<file path="src/rtl/rf_wb_arbiter.sv">
// rf_wb_arbiter
//   Shares the register file's single write port among NREQ writeback
//   sources. Round-robin arbitration with a valid/ready handshake per
//   requester and one registered output stage driving rf_we/rf_waddr/rf_wdata.
//   Writes to r0 are accepted (ready, pointer advance) but never issued.
//
// Configuration macro: RF_WB_BYPASS_EN
//   defined   : byp_hitN/byp_dataN expose the pending output-stage write.
//   undefined : bypass outputs tied to 0, byp_raddrN ignored.
//   The port list is identical in both builds.
//
// Ports
//   clk, reset            clock; synchronous active-high reset
//   req_valid[NREQ]       requester i holds a valid write
//   req_waddr[NREQ*AW]    requester i address at [i*AW +: AW]
//   req_wdata[NREQ*DW]    requester i data at [i*DW +: DW]
//   req_ready[NREQ]       one-hot (or zero) accept strobe
//   rf_stall              blocks all new grants this cycle
//   rf_we/rf_waddr/rf_wdata  register file write port (registered)
//   grant_id[3]           requester that produced the current rf_* entry
//   byp_raddr1/2          bypass lookup addresses
//   byp_hit1/2, byp_data1/2  bypass match flags and data
module rf_wb_arbiter #(
  parameter int unsigned NREQ = 3,
  parameter int unsigned AW   = 5,
  parameter int unsigned DW   = 32
) (
  input  logic               clk,
  input  logic               reset,
  input  logic [NREQ-1:0]    req_valid,
  input  logic [NREQ*AW-1:0] req_waddr,
  input  logic [NREQ*DW-1:0] req_wdata,
  output logic [NREQ-1:0]    req_ready,
  input  logic               rf_stall,
  output logic               rf_we,
  output logic [AW-1:0]      rf_waddr,
  output logic [DW-1:0]      rf_wdata,
  output logic [2:0]         grant_id,
  input  logic [AW-1:0]      byp_raddr1,
  input  logic [AW-1:0]      byp_raddr2,
  output logic               byp_hit1,
  output logic               byp_hit2,
  output logic [DW-1:0]      byp_data1,
  output logic [DW-1:0]      byp_data2
);

  localparam logic [2:0] LAST_RST = 3'(NREQ - 1);

  logic [2:0]    last_q, last_d;
  logic          rf_we_q, rf_we_d;
  logic [AW-1:0] rf_waddr_q, rf_waddr_d;
  logic [DW-1:0] rf_wdata_q, rf_wdata_d;
  logic [2:0]    grant_id_q, grant_id_d;

  logic          hit_hi, hit_lo;
  logic [2:0]    idx_hi, idx_lo, win_idx;
  logic          grant;
  logic [AW-1:0] sel_waddr;
  logic [DW-1:0] sel_wdata;

  // Rotating priority split into two linear scans: the lowest valid index
  // above the pointer wins; failing that, the lowest valid index at or below
  // it. This equals scanning last+1, last+2, ... modulo NREQ.
  always_comb begin
    hit_hi = 1'b0;
    hit_lo = 1'b0;
    idx_hi = '0;
    idx_lo = '0;
    for (int unsigned i = 0; i < NREQ; i++) begin
      if (req_valid[i]) begin
        if (i > 32'(last_q)) begin
          if (!hit_hi) begin
            hit_hi = 1'b1;
            idx_hi = 3'(i);
          end
        end else if (!hit_lo) begin
          hit_lo = 1'b1;
          idx_lo = 3'(i);
        end
      end
    end
  end

  always_comb begin
    win_idx   = hit_hi ? idx_hi : idx_lo;
    grant     = !reset && !rf_stall && (hit_hi || hit_lo);
    req_ready = '0;
    sel_waddr = '0;
    sel_wdata = '0;
    for (int unsigned i = 0; i < NREQ; i++) begin
      if (32'(win_idx) == i) begin
        req_ready[i] = grant;
        sel_waddr    = req_waddr[i*AW +: AW];
        sel_wdata    = req_wdata[i*DW +: DW];
      end
    end
  end

  always_comb begin
    rf_we_d    = grant && (sel_waddr != '0);
    rf_waddr_d = grant ? sel_waddr : rf_waddr_q;
    rf_wdata_d = grant ? sel_wdata : rf_wdata_q;
    grant_id_d = grant ? win_idx   : grant_id_q;
    last_d     = grant ? win_idx   : last_q;
  end

  always_ff @(posedge clk) begin
    if (reset) begin
      rf_we_q    <= 1'b0;
      rf_waddr_q <= '0;
      rf_wdata_q <= '0;
      grant_id_q <= '0;
      last_q     <= LAST_RST;
    end else begin
      rf_we_q    <= rf_we_d;
      rf_waddr_q <= rf_waddr_d;
      rf_wdata_q <= rf_wdata_d;
      grant_id_q <= grant_id_d;
      last_q     <= last_d;
    end
  end

  assign rf_we    = rf_we_q;
  assign rf_waddr = rf_waddr_q;
  assign rf_wdata = rf_wdata_q;
  assign grant_id = grant_id_q;

`ifdef RF_WB_BYPASS_EN
  // Exposes the write the register file commits on the next edge.
  assign byp_hit1  = rf_we_q && (rf_waddr_q == byp_raddr1) && (byp_raddr1 != '0);
  assign byp_hit2  = rf_we_q && (rf_waddr_q == byp_raddr2) && (byp_raddr2 != '0);
  assign byp_data1 = byp_hit1 ? rf_wdata_q : '0;
  assign byp_data2 = byp_hit2 ? rf_wdata_q : '0;
`else
  logic unused_byp;
  assign unused_byp = ^{byp_raddr1, byp_raddr2};
  assign byp_hit1   = 1'b0;
  assign byp_hit2   = 1'b0;
  assign byp_data1  = '0;
  assign byp_data2  = '0;
`endif

endmodule

</file>
<file path="config.mk">
export PLATFORM = sky130hd
export DESIGN_NAME = rf_wb_arbiter
export DESIGN_NICKNAME = d
export VERILOG_FILES = /design/src/rtl/rf_wb_arbiter.sv
export SDC_FILE = /design/constraint.sdc
export NUM_CORES = 1
export LEC_CHECK = 0
export BUFFER_PORTS_ARGS = -buffer_cell sky130_fd_sc_hd__buf_2
export CAP_MARGIN = 10
export CORE_MARGIN = 5
export CORE_UTILIZATION = 42
export CTS_CLUSTER_SIZE = 25
export DETAILED_ROUTE_END_ITERATION = 8
export PLACE_DENSITY = 0.86
export RECOVER_POWER = 25
export SLEW_MARGIN = 20
export SYNTH_ARGS = -nofsm -noshare
export SYNTH_HDL_FRONTEND = slang
export SYNTH_SLANG_ARGS = --single-unit
</file>
<file path="constraint.sdc">
create_clock -name clk -period 2.63 [get_ports clk]
set_clock_uncertainty 0.2 [all_clocks]
set_input_delay 0 -clock clk [delete_from_list [all_inputs] [get_ports clk]]
set_output_delay 0 -clock clk [all_outputs]
set_load 0.05 [all_outputs]
</file>
Yosys cells after proc, flatten, opt, wreduce, memory -nomap -nowiden
Index checks and enable logic that the tools add are counted.

Bits in registers: 44. Output and inout bits: 110.

Equal/unequal tests: 2. $lt $le $gt $ge: 2. Multiplexer cells: 30. Reduce and logical (&&, ||, !) cells: 8.

Operators with widths (number): 32-bit two-way mux (3); 3-bit two-way mux (7); 1-bit two-way mux (17); 5-bit two-way mux (3); 5-bit nonzero test (1); 3-bit by 1-bit equality test with 1-bit output, second input constant (1); 3-bit by 2-bit equality test with 1-bit output, second input constant (1); 1-bit by 3-bit > comparator with 1-bit output, first input constant (1); 2-bit by 3-bit > comparator with 1-bit output, first input constant (1); 1-bit logical AND (3); 3-bit logical NOT (1); 1-bit logical NOT (2); 1-bit logical OR (1).

Longest topological paths before layout
Gate-level depths: netlist of the first run.

Depth in word-level cells: 14. Depth in mapped cells: 8. Gate-level depth less buffers: 5.

Worst setup path after synthesis of the first run
OpenSTA, ideal clock, no wires.

Path kind: reg-to-reg. From: register last_q[1]. To: register last_q[0]. Buffers on the path: 2. Slack: 517 ps. Period minus slack after synthesis: 2113 ps. Arrival time: 1846 ps. Stages on the path, launching flop included: 8. Library setup time: 67 ps. Path through: dfxtp_1 nand2b_4 a21oi_4 buf_6 buf_8 nor2_1 a21oi_1 nor2_1.

Longest elaborated chain between the ends: 7. Elaborated cells between the ends (all ways): 23.

Ends and longest elaborated chain: from (decl) (RTL line 49) `logic [2:0] last_q, last_d;`; from (signal assigned) (RTL line 119) `last_q <= last_d;`; 1-bit by 3-bit > comparator with 1-bit output (RTL line 71) `if (i > 32'(last_q)) begin`; 1-bit two-way mux (RTL line 71); 1-bit two-way mux (RTL line 70) `if (req_valid[i]) begin`; 3-bit two-way mux, or another cell as far along (RTL line 76) `end else if (!hit_lo) begin`; 3-bit two-way mux or 1-bit two-way mux (tied branches) (RTL line 71, 70); 3-bit two-way mux or 1-bit logical OR (tied branches) (RTL line 70, 86); 3-bit two-way mux or 1-bit logical AND (tied branches) (RTL line 85, 86).

Several ways; a longest one is shown, not always the timed one. A chain may end at the register's enable or synchronous reset.

Worst setup path in the final report of the first run
From: register last_q[1]. To: register rf_wdata_q[11], in the netlist rf_wdata[11].

Longest elaborated chain between the ends: 11. Elaborated cells between the ends (all ways): 29.

Ends and longest elaborated chain: 1-bit by 3-bit > comparator with 1-bit output (RTL line 71); 1-bit two-way mux (RTL line 71); 1-bit two-way mux (RTL line 70); 3-bit two-way mux, on equally long branches (RTL line 76, 72); 3-bit two-way mux (RTL line 71); 3-bit two-way mux (RTL line 70); 3-bit two-way mux (RTL line 85) `win_idx = hit_hi ? idx_hi : idx_lo;`; 3-bit logical NOT (RTL line 91) `if (32'(win_idx) == i) begin`; 32-bit two-way mux (3 in a row) (RTL line 91); to (signal assigned) (RTL line 117) `rf_wdata_q <= rf_wdata_d;`; to (decl) (RTL line 52) `logic [DW-1:0] rf_wdata_q, rf_wdata_d;`.

Several ways; a longest one is shown, not always the timed one.

==> summary.txt, run 1 <==
Worst setup path
  • Worst EP arrival: ~2.5 ns
  • Worst Path Max Fanout: 17
  • Worst setup EP type: flip-flop
  • CP Cell Sequence: nand2b_4 > a2bb2oi_4 > buf_4 > nor2_1 > a211oi_1 > dlygate4sd3_1 > a31o_1
  • Worst setup path class: flip-flop to flip-flop
  • Critical Path Start Type: flip-flop
  • Slowest CP cell: dlygate4sd3_1
  • CP max stage delay: just over 0.6 ns
  • CP Data Required Time: ~2.7 ns

Pwr
  • NetSw: between 0.9 and 1 mW
  • Max rail drop VDD: around 0.28 mV
  • Reg power frac: about a third
  • P_leak: between 2 and 2.5 nW
  • Combinational share of power: 43.0%
  • Sw Share: between 40% and 50%
  • PwrDens: approximately 560 mW/mm²
  • Clock Power Share: roughly 25%
  • Pint: roughly 1.3 mW

Routing
  • Final ANT Viol Nets: 0
  • Final WL: around 9400 µm
  • Vias per cell: 5.10
  • Vias: 2991
  • WL per Instance: approximately 16 µm
  • DRT iter0 DRCs: 130
  • Drt drc: 0
  • Number of detailed-route iterations in the first pass: 5

Synth
  • Number of synthesized register bits: 41
  • Synth Instances: between 300 and 400
  • Synth area leader: dfxtp_1
  • Distinct cell type count of the synthesized netlist: 39
  • Post-synth EDFFs: 0
  • Synth Flop Type: dfxtp_1
  • Most frequent cells after synthesis: 72 x buf_4, 41 x dfxtp_1, 37 x nor2_1
  • Syn_area_per_cell: between 9 and 10 µm²
  • Synth area leaders: dfxtp_1 29%, buf_4 19%, mux2i_1 12%
  • Most numerous cell in the Yosys netlist: buf_4
  • Cell area after synthesis: 0.00286 mm²
  • Yosys warning total: 0
  • Synth top area share: around 29%
  • Sequential fraction of the synthesis area: ~29%
  • Share of synthesized flip-flops with an asynchronous set or reset: 0%

STA
  • RSZ-0062 raised after global routing: no
  • Setup-failing EPs final: 0
  • Setup TNS Final: 0 ns
  • Period utilisation layout: 94.8%
  • Rel. slew slack: between 50% and 60%
  • Endpoints failing hold: 0
  • Worst Tran Pin Value: roughly 0.7 ns
  • Final setup margin: about 0.14 ns
  • Final Critical Period: ~2.5 ns
  • Slew Limit Fails: 0
  • Max Clock Freq: 0.401 GHz

CTS
  • CTS tree: built
  • Clock sink count: between 40 and 50
  • Root buf cell: clkbuf_8
  • CTS clk-pin slew, worst paths: ~0.09 ns
  • H-tree depth: 2
  • Clock Path Buffers: 2
  • Total CTS buffers: 5
  • # Post-CTS Setup Buffers: 0
  • Skew-Pair Late Insertion Delay: 0.29 ns
  • Resized Gates After CTS: 0

GRT
  • Initial antenna violation count: 0
  • Vias in the first global route: 2972
  • Largest net degree at the start of global routing: between 80 and 90
  • Global route overflow: 0
  • First-pass GRT wire length: around 14000 µm
  • GRT Util Overall: approximately a fifth

Floorplanning
  • Total die area: ~0.0086 mm²
  • Die X: between 90 and 100 µm
  • Die height: approximately 90 µm
  • Initial Util: a little over two fifths
  • # rows: 30
  • Core area: ~0.0067 mm²
  • # IOs: ~240

Placement
  • Placed cells: around 530
  • Worst slack, placed: around 0.55 ns
  • Post-detail-place hpwl: about 6100 µm
  • I/O Buffers: approximately 160
  • GPL Wtd Cong: between 0.8 and 0.9

Finish
  • Area growth syn-to-layout: 38.0%
  • Diode count: 0
  • Layout cell share with drive strength beyond 1: between 30 and 40%
  • Layout Cells excl Fill: between 500 and 600
  • NumNets Final: 633

Worst hold path
  • Worst hold-check path type: primary input to flip-flop

Run status
  • Status: complete, no violations

Run
  • Max-Cap Viols: 0
## critical path: cells and delay by family, from the launching register on
kind | cells | cell delay (ns)
AND/OR/NAND/NOR | 2 | 0.30
buffers and inverters | 2 | 0.87
flip-flops | 1 | 0.51
AO/OA/AOI/OAI | 3 | 0.54
## power by group through the flow
stage / logic [mW] / clock network (mW) / registers (mW)
finish: 0.952 / 0.543 / 0.721
global placement: 0.876 / 0 / 0.730
CTS: 0.949 / 0.557 / 0.720
global route: 1.00 / 0.587 / 0.730
floorplan: 0.568 / 0 / 0.943
detailed placement: 0.890 / 0 / 0.733
## flip-flops by register name, summed over array words and instances, names as in the netlist
signal and cells:
grant_id 1, rf_waddr 5, last_q 2, rf_wdata 32
rf_we 1
## cell families after synthesis
group | count (synthesis) | share of synthesized area, %
buffers and inverters | 96 | 24.0
and+or+nand+nor | 55 | 9.28
DFF | 41 | 28.7
muxes | 35 | 12.4
other | 1 | 0.131
AOI/OAI and AO/OA | 89 | 25.4
## metrics by stage
stage               util, %  hold WS (ns)  power [mW]  cell area [µm²]
floorplan                 -        -0.131        1.51             3110
global placement       50.6        0.0373        1.61             3400
detailed placement     50.6        0.0455        1.62             3400
CTS                    59.1       0.00158        2.23             3970
global route           58.7        0.0141        2.32             3950
finish                 58.7       0.00663        2.22             3950
## cell type report
class                   count  area (µm²)
clock inverters             2        37.5
inverters                   3        11.3
fillers                   580        2770
flip-flops and latches     41         821
well taps                  80         100
clock buffers               6        82.6
repair buffers            209        1290
multi-input cells         246        1600
## path summary, 6_finish.rpt
kind,start,slack [ns],cells after the start,endpoint
min reg2reg,rf_wdata[31]$_SDFFE_PP0P_,0.27,1,rf_wdata[31]$_SDFFE_PP0P_
max,last_q[1]$_SDFFE_PP1P_,0.14,7,rf_wdata[11]$_SDFFE_PP0P_
max reg2reg,last_q[1]$_SDFFE_PP1P_,0.14,7,rf_wdata[11]$_SDFFE_PP0P_
min,req_wdata[53],0.007,4,rf_wdata[21]$_SDFFE_PP0P_
## cell usage in the layout, fill, tap and decap left out, types with 2 or more instances in the layout
cell type,n
a211oi_1,33
a21oi_1,4
a31o_1,19
a31o_2,13
and2_1,2
buf_12,3
buf_2,138
buf_4,2
clkbuf_1,21
clkbuf_8,6
conb_1,67
dfxtp_1,41
dlygate4sd3_1,45
inv_1,2
mux2i_1,34
nand2_1,4
nand3_1,5
nor2_1,37
o21ai_0,8
o32ai_1,2
## routing by layer
| metal | wire (µm) | track usage (%) | vias up | part of all wire (%) |
|---|---|---|---|---|
| met5 | 0 | 0 | - | 0 |
| met4 | 445 | 11.0 | 0 | 4.7 |
| met3 | 1020 | 6.42 | 42 | 11 |
| met2 | 4700 | 36.9 | 222 | 50 |
| met1 | 3220 | 22.0 | 1340 | 34 |
| li1 | - | - | 1387 | - |
## what timing repair did
action | 4_1_cts | 5_1_grt
hold buffers | 45 | 0
hold endpoints to repair | 40 | 0
setup endpoints to repair | 0 | 0
No activity file was read; power rests on OpenSTA's default activity.
==> run 2, diff against run 1 <==
--- a/config.mk
+++ b/config.mk
@@ -12,7 +12,6 @@
 export CTS_CLUSTER_SIZE = 25
 export DETAILED_ROUTE_END_ITERATION = 8
 export PLACE_DENSITY = 0.86
-export RECOVER_POWER = 25
 export SLEW_MARGIN = 20
 export SYNTH_ARGS = -nofsm -noshare
 export SYNTH_HDL_FRONTEND = slang
==> constraint.sdc (replaced) <==
create_clock -name clk -period 2.63 [get_ports clk]
set_clock_uncertainty 0.2 [all_clocks]
set_input_delay 0 -clock clk [delete_from_list [all_inputs] [get_ports clk]]
set_output_delay 0 -clock clk [all_outputs]
set_load 0.02 [all_outputs]
==> run 2 against run 1 <==
Compared with the run above:
- clock-buffer cell count is the same
- worst hold slack lost 0.0014 ns
- flip-flop and latch count is the same
- sequential power is essentially flat
==> summary.txt, run 2 (synthesis results as in run 1) <==
Run status
  • Status: complete, no violations

Worst setup path
  • Worst reg2reg path depth: 7
  • CP max stage delay: between 0.6 and 0.7 ns
  • Top delay family on crit path: buffers and inverters
  • Worst setup path class: flip-flop to flip-flop
  • End of the critical path: rf_wdata[11]$_SDFFE_PP0P_
  • Crit Reg-Reg Endpoint: rf_wdata[11]$_SDFFE_PP0P_
  • Worst EP arrival: between 2 and 3 ns
  • Worst R2R Setup Slack: about 0.16 ns
  • Slowest CP cell: dlygate4sd3_1
  • CP Cell Sequence: nand2b_4 > a2bb2oi_4 > buf_4 > nor2_1 > a211oi_1 > dlygate4sd3_1 > a31o_1
  • RR Startpoint: last_q[1]$_SDFFE_PP1P_
  • Critical Path Start Type: flip-flop
  • Worst Path Max Fanout: 17
  • Cell depth of the worst setup path: 7
  • CP Data Required Time: approximately 2.7 ns
  • Buffers plus inverters on the worst setup path: 2
  • Worst setup EP type: flip-flop
  • Crit path from: last_q[1]$_SDFFE_PP1P_

CTS
  • CTS clk-pin slew, worst paths: roughly 0.090 ns
  • Resized Gates After CTS: 0
  • Clock Path Buffers: 2
  • H-tree depth: 2
  • Root buf cell: clkbuf_8
  • CTS tree: built
  • Total CTS buffers: 5
  • Skew-Pair Late Insertion Delay: around 0.29 ns
  • # Post-CTS Setup Buffers: 0
  • Clock sink count: 41

Finish
  • Area growth syn-to-layout: 38.9%
  • Number of flip-flops in the largest register: 32
  • NumNets Final: between 600 and 700
  • Final Util: 59.1%
  • Most common cell after layout, fill and taps aside: buf_2
  • Layout cell share with drive strength beyond 1: around two fifths
  • Commonest cells after routing, fill and taps aside: 159 x buf_2, 67 x conb_1, 45 x dlygate4sd3_1, 41 x dfxtp_1, 37 x nor2_1
  • Layout Cells excl Fill: between 500 and 600
  • Diode count: 0
  • Filler cell count: between 500 and 600
  • Finished Cell Area: just under 0.004 mm²

Routing
  • Final WL: between 9000 and 10000 µm
  • Vias per cell: 5.11
  • Vias: about 3000
  • DRT iter0 DRCs: approximately 130
  • Final ANT Viol Nets: 0
  • Drt drc: 0
  • WL per Instance: roughly 16 µm
  • Number of detailed-route iterations in the first pass: 4

GRT
  • Initial antenna violation count: 0
  • Most used routing layer: met2
  • GRT Util Overall: a little over a fifth
  • M3 GR Usage: under 10%
  • Vias in the first global route: 2972
  • Largest net degree at the start of global routing: between 80 and 90
  • Global routing usage on met2: a little under two fifths
  • Met1 usage: 22.0%
  • First-pass GRT wire length: 14300 µm
  • Global route overflow: 0

Floorplanning
  • # IOs: around 240
  • Initial Util: a little over two fifths
  • Die X: 92.5 µm
  • # rows: 30
  • Total die area: 0.00856 mm²
  • Die height: around 90 µm
  • Core area: around 0.0067 mm²

Placement
  • Worst slack, placed: ~0.55 ns
  • Dpl cell area: 0.00340 mm²
  • Post-detail-place hpwl: approximately 6000 µm
  • I/O Buffers: 159
  • Placed cells: ~530
  • GPL Wtd Cong: roughly 0.9

STA
  • Max Clock Freq: 0.404 GHz
  • Setup-failing EPs final: 0
  • Setup TNS Final: 0 ns
  • Worst Tran Pin Value: 0.675 ns
  • Period utilisation layout: roughly 94%
  • Rel. slew slack: between 50% and 60%
  • Final setup margin: roughly 0.16 ns
  • Endpoints failing hold: 0
  • Final Critical Period: between 2 and 2.5 ns
  • Slew Limit Fails: 0
  • RSZ-0062 raised after global routing: no

Worst hold path
  • Worst hold-check path type: primary input to flip-flop

Run
  • Max-Cap Viols: 0

Pwr
  • P_leak: between 2 and 2.5 nW
  • PwrDens: between 400 and 500 mW/mm²
  • Max rail drop VDD: 0.275 mV
-- run 2: changes by cell type in the layout (fill, tap and decap cells not counted), sizes merged --
cell,delta
buf,+21
clkbuf,-21
-- run 2: per-stage QoR --
| step | power, mW | hold WS (ns) |
|---|---|---|
| 4_1_cts | 1.96 | 0.00158 |
| 6_report | 1.96 | 0.00518 |
| 5_1_grt | 2.06 | 0.0141 |
| 3_3_place_gp | 1.34 | 0.0373 |
| 2_1_floorplan | 1.24 | -0.131 |
| 3_5_place_dp | 1.36 | 0.0455 |
-- run 2: area by class of cell --
class	count	area (µm²)	share of cell area [%]
clock buffers	6	82.6	2.08
clock inverters	2	37.5	0.945
inverters	3	11.3	0.283
multi-input cells	246	1600	40.3
flip-flops and latches	41	821	20.7
well taps	80	100	2.52
repair buffers	209	1320	33.3
-- run 2: worst reg2reg max path: stages (launching register included) --
cell           delay [ns]
dfxtp_1              0.51
nand2b_4             0.24
a2bb2oi_4            0.18
buf_4                0.26
nor2_1               0.07
a211oi_1             0.26
dlygate4sd3_1        0.61
a31o_1               0.09
-- run 2: repair_timing --
item | CTS | global route
endpoints found under the setup margin | 0 | 0
hold buffers | 45 | 0
endpoints found under the hold margin | 40 | 0
-- run 2: where the power goes --
group          internal (mW)  leakage, nW  switching (mW)
Combinational          0.294         1.72           0.400
Sequential             0.684        0.339          0.0355
Clock                  0.309       0.0574           0.235
-- run 2: worst min path at each step --
stage | cells after the start | slack [ns] | startpoint | endpoint
after floorplan | 1 | -0.13 | reset | grant_id[1]$_SDFFE_PP0P_
after global placement | 2 | 0.04 | reset | grant_id[1]$_SDFFE_PP0P_
after detailed placement | 2 | 0.05 | reset | grant_id[1]$_SDFFE_PP0P_
after CTS | 4 | 0.002 | req_wdata[40] | rf_wdata[8]$_SDFFE_PP0P_
after global routing | 4 | 0.01 | req_wdata[40] | rf_wdata[8]$_SDFFE_PP0P_
final | 4 | 0.005 | req_wdata[40] | rf_wdata[8]$_SDFFE_PP0P_
-- run 2: layer usage --
layer  share of wire [%]  vias up
li1                    -     1389
met1                  35     1356
met2                  50      215
met3                  11       42
met4                 4.8        0
met5                   0        -
